[src/rtl/inst_fetch_pkg.sv]
// Shared widths, PC helpers and FSM state encoding for the instruction-fetch front end.
package inst_fetch_pkg;

    localparam int INST_W = 32;
    localparam int ADDR_W = 32;
    localparam int PAIR_W = ADDR_W + INST_W;

    localparam logic [ADDR_W-1:0] DEFAULT_RESET_PC = 32'h0000_0000;
    localparam logic [ADDR_W-1:0] PC_STEP          = 32'd4;

    typedef enum logic {
        WAKE = 1'b0,
        RUN  = 1'b1
    } fetch_state_t;

    // Redirect targets are word addresses; the low two bits are ignored.
    function automatic logic [ADDR_W-1:0] align_pc(input logic [ADDR_W-1:0] addr);
        return {addr[ADDR_W-1:2], 2'b00};
    endfunction

endpackage

[src/rtl/inst_fetch_if.sv]
// ROM bus and IF/ID handshake bundle; master is the fetch unit, slave is ROM plus decode.
interface inst_fetch_if;
    import inst_fetch_pkg::*;

    logic              rom_ce;
    logic [ADDR_W-1:0] rom_addr;
    logic [INST_W-1:0] rom_inst;
    logic              if_valid;
    logic              if_ready;
    logic [ADDR_W-1:0] if_pc;
    logic [INST_W-1:0] if_inst;

    modport master (
        output rom_ce, rom_addr, if_valid, if_pc, if_inst,
        input  rom_inst, if_ready
    );

    modport slave (
        input  rom_ce, rom_addr, if_valid, if_pc, if_inst,
        output rom_inst, if_ready
    );

endinterface

[src/rtl/inst_fetch_fetch_fifo.sv]
// Prefetch FIFO holding {pc, inst} pairs; clear beats push, push+pop allowed when full.
module fetch_fifo #(
    parameter int DATA_W = 64,
    parameter int DEPTH  = 4
) (
    input  logic              clk,
    input  logic              rst_n,
    input  logic              push,
    input  logic              pop,
    input  logic              clear,
    input  logic [DATA_W-1:0] push_data,
    output logic              full,
    output logic              empty,
    output logic [DATA_W-1:0] head
);

    localparam int AW = $clog2(DEPTH);

    logic [AW:0]       wr_ptr;
    logic [AW:0]       rd_ptr;
    logic [DATA_W-1:0] mem [DEPTH];
    logic              do_push;
    logic              do_pop;

    // The extra pointer bit tells full from empty when the indices match.
    assign empty   = (wr_ptr == rd_ptr);
    assign full    = (wr_ptr[AW] != rd_ptr[AW]) && (wr_ptr[AW-1:0] == rd_ptr[AW-1:0]);
    assign head    = mem[rd_ptr[AW-1:0]];
    assign do_push = push && (!full || pop) && !clear;
    assign do_pop  = pop && !empty && !clear;

    always_ff @(posedge clk or negedge rst_n) begin
        if (!rst_n) begin
            wr_ptr <= '0;
            rd_ptr <= '0;
        end else if (clear) begin
            wr_ptr <= '0;
            rd_ptr <= '0;
        end else begin
            if (do_push) wr_ptr <= wr_ptr + (AW+1)'(1);
            if (do_pop)  rd_ptr <= rd_ptr + (AW+1)'(1);
        end
    end

    always_ff @(posedge clk) begin
        if (do_push) mem[wr_ptr[AW-1:0]] <= push_data;
    end

endmodule

[src/rtl/inst_fetch.sv]
// Fetch front end: PC, WAKE/RUN FSM, redirects and prefetch FIFO feeding IF/ID.
// Define INST_FETCH_BYPASS_EN to forward ROM data straight to IF/ID when the FIFO is empty.
module inst_fetch
    import inst_fetch_pkg::*;
#(
    parameter logic [ADDR_W-1:0] RESET_PC   = DEFAULT_RESET_PC,
    parameter int                FIFO_DEPTH = 4
) (
    input  logic              clk,
    input  logic              rst_n,
    input  logic              flush,
    input  logic [ADDR_W-1:0] flush_pc,
    input  logic              branch_flag,
    input  logic [ADDR_W-1:0] branch_pc,
    inst_fetch_if.master      bus
);

    fetch_state_t      state;
    logic [ADDR_W-1:0] pc;
    logic [PAIR_W-1:0] last_pair;
    logic [PAIR_W-1:0] fifo_head;
    logic [PAIR_W-1:0] out_pair;
    logic              fifo_full;
    logic              fifo_empty;
    logic              fifo_push;
    logic              fifo_pop;
    logic              redirect;
    logic [ADDR_W-1:0] redirect_pc;
    logic              pop;
    logic              push;
    logic              bypass;

    assign redirect    = flush || branch_flag;
    assign redirect_pc = align_pc(flush ? flush_pc : branch_pc);

`ifdef INST_FETCH_BYPASS_EN
    logic redirect_q;

    // An empty FIFO in RUN always fetches, so bypass need not look at push.
    assign bypass = fifo_empty && (state == RUN) && !redirect && !redirect_q;

    always_ff @(posedge clk or negedge rst_n) begin
        if (!rst_n) redirect_q <= 1'b0;
        else        redirect_q <= redirect;
    end
`else
    assign bypass = 1'b0;
`endif

    assign pop       = bus.if_valid && bus.if_ready;
    assign push      = (state == RUN) && (!fifo_full || pop);
    assign fifo_pop  = pop && !fifo_empty;
    assign fifo_push = push && !redirect && !(bypass && bus.if_ready);

    assign bus.rom_ce   = push;
    assign bus.rom_addr = (state == RUN) ? pc : '0;

    assign out_pair     = bypass     ? {pc, bus.rom_inst} :
                          fifo_empty ? last_pair : fifo_head;
    assign bus.if_valid = !fifo_empty || bypass;
    assign bus.if_pc    = out_pair[PAIR_W-1:INST_W];
    assign bus.if_inst  = out_pair[INST_W-1:0];

    fetch_fifo #(
        .DATA_W (PAIR_W),
        .DEPTH  (FIFO_DEPTH)
    ) u_fifo (
        .clk       (clk),
        .rst_n     (rst_n),
        .push      (fifo_push),
        .pop       (fifo_pop),
        .clear     (redirect),
        .push_data ({pc, bus.rom_inst}),
        .full      (fifo_full),
        .empty     (fifo_empty),
        .head      (fifo_head)
    );

    // Redirects move the PC in either state; WAKE always falls through to RUN.
    always_ff @(posedge clk or negedge rst_n) begin
        if (!rst_n) begin
            state     <= WAKE;
            pc        <= RESET_PC;
            last_pair <= '0;
        end else begin
            case (state)
                WAKE:    state <= RUN;
                RUN:     state <= RUN;
                default: state <= WAKE;
            endcase
            if (redirect)  pc <= redirect_pc;
            else if (push) pc <= pc + PC_STEP;
            if (bus.if_valid) last_pair <= out_pair;
        end
    end

endmodule
[src/flat_wrapper.sv]
// flat-port wrapper written by rule: the top's interface ports become plain ports
module inst_fetch_flat import inst_fetch_pkg::*;
#(
    parameter logic [ADDR_W-1:0] RESET_PC   = DEFAULT_RESET_PC,
    parameter int                FIFO_DEPTH = 4
)
  (clk, rst_n, flush, flush_pc, branch_flag, branch_pc, bus_rom_ce, bus_rom_addr, bus_if_valid, bus_if_pc, bus_if_inst, bus_rom_inst, bus_if_ready);
  inst_fetch_if bus_i ();
  input  logic clk;
  input  logic rst_n;
  input  logic flush;
  input  logic [ADDR_W-1:0] flush_pc;
  input  logic branch_flag;
  input  logic [ADDR_W-1:0] branch_pc;
  output wire logic [$bits(bus_i.rom_ce)-1:0] bus_rom_ce;
  output wire logic [$bits(bus_i.rom_addr)-1:0] bus_rom_addr;
  output wire logic [$bits(bus_i.if_valid)-1:0] bus_if_valid;
  output wire logic [$bits(bus_i.if_pc)-1:0] bus_if_pc;
  output wire logic [$bits(bus_i.if_inst)-1:0] bus_if_inst;
  input wire logic [$bits(bus_i.rom_inst)-1:0] bus_rom_inst;
  input wire logic [$bits(bus_i.if_ready)-1:0] bus_if_ready;
  assign bus_rom_ce = bus_i.rom_ce;
  assign bus_rom_addr = bus_i.rom_addr;
  assign bus_if_valid = bus_i.if_valid;
  assign bus_if_pc = bus_i.if_pc;
  assign bus_if_inst = bus_i.if_inst;
  assign bus_i.rom_inst = bus_rom_inst;
  assign bus_i.if_ready = bus_if_ready;
  inst_fetch #(.RESET_PC(RESET_PC), .FIFO_DEPTH(FIFO_DEPTH)) u_core (.clk(clk), .rst_n(rst_n), .flush(flush), .flush_pc(flush_pc), .branch_flag(branch_flag), .branch_pc(branch_pc), .bus(bus_i));
endmodule
[config.mk]
export PLATFORM = sky130hd
export DESIGN_NAME = inst_fetch_flat
export DESIGN_NICKNAME = d
export VERILOG_FILES = /design/src/rtl/inst_fetch_pkg.sv /design/src/rtl/inst_fetch_if.sv /design/src/rtl/inst_fetch_fetch_fifo.sv /design/src/rtl/inst_fetch.sv /design/src/flat_wrapper.sv
export SDC_FILE = /design/constraint.sdc
export NUM_CORES = 1
export LEC_CHECK = 0
export BUFFER_PORTS_ARGS = -buffer_cell sky130_fd_sc_hd__buf_2
export CORE_MARGIN = 1.5
export CORE_UTILIZATION = 50
export DETAILED_ROUTE_END_ITERATION = 10
export PLACE_DENSITY = 0.68
export SYNTH_ARGS = -nofsm -noshare
export SYNTH_HDL_FRONTEND = slang
export SYNTH_SLANG_ARGS = --single-unit
[constraint.sdc]
create_clock -name clk -period 4.78 [get_ports clk]
set_input_delay 0.956 -clock clk [delete_from_list [all_inputs] [get_ports clk]]
set_output_delay 0.956 -clock clk [all_outputs]
set_load 0.01 [all_outputs]
==> results.md <==
* Run status: finished clean
* Summed negative setup slack over all endpoints at 0 ns
* Number of instances resized during post-cts repair at 0
* Power consumption at 7.223 mW
* Layout cells sized above 1 at 0.4119
* Number of buffers on the longest clock path at 3
* Crit end category: output pin
* Total I/O pin count at 199
* Deepest level of the CTS H-tree at 2
* Via count at 8259
* Mapped cell area at 0.01474 sq mm
* Number of iterations in the first detailed-routing pass at 4
* GPL Wtd Cong at 0.8043
* Finished Core Util at 0.5973
* Root Driver: sky130_fd_sc_hd__clkbuf_16
* Power density over the cells at 419.0 mW/mm^2
* Post-synth top area share at 0.5053
* Clock tree from TritonCTS: built
* Largest cells by area after synthesis: sky130_fd_sc_hd__edfxtp_1, sky130_fd_sc_hd__dfrtp_1, sky130_fd_sc_hd__mux4_2
* Max_slew headroom at 0.1670
* Initial DRC count at 602
* Static power due to leakage at 6.235 nW
* Number of failing setup endpoints in the final timing report at 0
* Global-route wire length before repair at 47530 um
* Synth area leader: sky130_fd_sc_hd__edfxtp_1
* Vias in the first global route at 8491
* EDFF count, synth at 248
* Total clock sinks at 349
* Clk_skew at 0.02451 ns
* Cell Rows at 62
* Slew at the pin closest to its max-slew limit at 1.247 ns
* Syn. warnings at 0
* Cts-stage hold buffer count at 0
* Initial cell density of the core at 0.5107
* Final count of hold timing violations at 0
* Most common cell in the netlist: sky130_fd_sc_hd__edfxtp_1
* Synthesized flop and latch total at 349
* Initial antenna violation count at 0
* Hold crit path type: reg2reg
* Total global routing overflow at 0
* Ranking of synthesized cells by instance count: sky130_fd_sc_hd__edfxtp_1, sky130_fd_sc_hd__mux2_2, sky130_fd_sc_hd__dfrtp_1
* Final routed DRC violation total at 0
* Wirelength, routed at 30330 um
* Final slew viol count at 0
* Share of synthesized area occupied by flip-flops and latches at 0.6768
* Global-route usage over all layers at 0.2025
* Post-layout nets at 1154
* Placed standard-cell area at 0.01607 sq mm
* Detail Route Antenna Nets at 0
* Critical-path maximum fanout at 33
* Data required time of the worst path at 3.82 ns
* Summed area of non-filler cells in the final layout at 0.01724 sq mm
* Count of buffers added by post-CTS timing repair for setup at 0
* Count of input and output buffers at 192
* Prevailing post-synth register cell: sky130_fd_sc_hd__edfxtp_1
* Die outline area at 0.03051 sq mm
* Die height at 174.7 um
* Core box area at 0.02886 sq mm
* Post-Synthesis Cells at 855
* Mean post-synth cell area at 17.24 sq um
* Synth async-reset ratio at 0.2894
* Post-route setup slack at 0.7493 ns
* Diodes inserted at 0
* Unique masters post-synth at 62
* Pin count of the biggest net entering global routing at 65
* Maximum frequency from static timing analysis at 0.2481 GHz
* Worst setup timing slack at the placement stage at 1.253 ns
* Worst skew pair latency at 0.53 ns
* CTS buffer count at 37
* Critical path class: reg2out
* Die span in x at 174.7 um
* Startpoint kind of the worst setup timing path: register
* Post-detailed-route via-to-cell ratio at 5.668
* Setup repair after global routing missed its margin: false
* HPWL reported at the end of detailed placement at 18050 um
* WL/cell at 20.81 um
* Max Cap Viol at 0
* Part of the cycle the worst path needs at 0.8432
* Peak supply drop at 0.0002262 V
* Worst EP arrival at 3.07 ns
* Clock transition at the register clock pins on the worst setup and hold paths after CTS at 0.06 ns
* Tmin final at 4.031 ns
* Relative area change from synthesis to final layout at 16.96%
## flip-flops by register name, indices dropped and copies added, names as in the netlist
| register | flops |
|---|---|
| u_core.state | 1 |
| u_core.u_fifo.mem | 248 |
| u_core.last_pair | 64 |
| u_core.pc | 30 |
| u_core.u_fifo.wr_ptr | 3 |
| u_core.u_fifo.rd_ptr | 3 |
## cell type report
cell class              instances  area, sq um
clock inverters                12        100.1
repair buffers                204         1079
multi-input cells             445         4491
fillers                      2205        11620
flip-flops and latches        349         9982
well taps                     384        480.5
clock buffers                  53         1069
inverters                      10        37.54
## per-stage QoR
| stage | instances | hold WS [ns] |
|---|---|---|
| detailed placement | 1392 | 0.4810 |
| CTS | 1457 | 0.4959 |
| floorplan | 856 | 0.4602 |
| global placement | 1392 | 0.4725 |
| finish | 1457 | 0.4911 |
| global route | 1457 | 0.5106 |
## routing by layer
metal,up-vias,GRT usage,share of wire
met5,-,0,0
met4,0,0.04630,0.015
met3,39,0.03220,0.055
met2,282,0.3390,0.49
met1,4182,0.2817,0.44
li1,3756,-,-
## power by group
group | total, mW | switching [mW] | internal (mW)
Sequential | 3.61 | 0.144 | 3.46
Clock | 2.75 | 1.14 | 1.61
Combinational | 0.868 | 0.419 | 0.450
Total | 7.22 | 1.70 | 5.53
## path summary, 6_finish.rpt
kind / startpoint / endpoint / slack (ns) / depth (start not counted)
max in group asynchronous: rst_n / u_core.last_pair[28] / 3.22 / 2
worst min register to register: u_core.last_pair[32] / u_core.last_pair[32] / 0.49 / 2
worst max-delay path: u_core.u_fifo.rd_ptr[0] / bus_if_pc[19] / 0.75 / 5
worst max register to register: u_core.u_fifo.rd_ptr[0] / u_core.u_fifo.mem[0][14] / 1.55 / 5
worst min-delay path: u_core.last_pair[32] / u_core.last_pair[32] / 0.49 / 2
min in group asynchronous: rst_n / u_core.last_pair[24] / 0.59 / 1
## critical path, stage by stage (launching register included)
cell	delay, ns
sky130_fd_sc_hd__dfrtp_4	0.63
sky130_fd_sc_hd__xor2_1	0.41
sky130_fd_sc_hd__or3b_4	0.59
sky130_fd_sc_hd__buf_4	0.38
sky130_fd_sc_hd__mux2_2	0.38
sky130_fd_sc_hd__buf_2	0.14
## kinds of logic (layout without fill, tap and decap cells)
logic type,count (synthesis),count (layout),synth area share
mux,191,191,0.1929
flops,349,349,0.6768
simple gates,156,156,0.05722
compound gates,74,74,0.03778
xor+xnor,15,15,0.009424
other cells,2,3,0.0005096
buf+inv,62,279,0.02029
fa+ha+maj,6,6,0.005094
## placed cells by master (no fill, tap or decap), types with 16 or more instances in the layout
| cell | n |
|---|---|
| sky130_fd_sc_hd__edfxtp_1 | 248 |
| sky130_fd_sc_hd__buf_2 | 191 |
| sky130_fd_sc_hd__mux2_2 | 108 |
| sky130_fd_sc_hd__dfrtp_1 | 99 |
| sky130_fd_sc_hd__mux4_2 | 62 |
| sky130_fd_sc_hd__clkbuf_16 | 39 |
| sky130_fd_sc_hd__and2_1 | 29 |
| sky130_fd_sc_hd__nand2_1 | 25 |
| sky130_fd_sc_hd__nor2_1 | 24 |
| sky130_fd_sc_hd__nand4_1 | 18 |
| sky130_fd_sc_hd__mux2_1 | 16 |
| sky130_fd_sc_hd__nand3_1 | 16 |
Note: power is estimated with default switching activity, not from simulation.
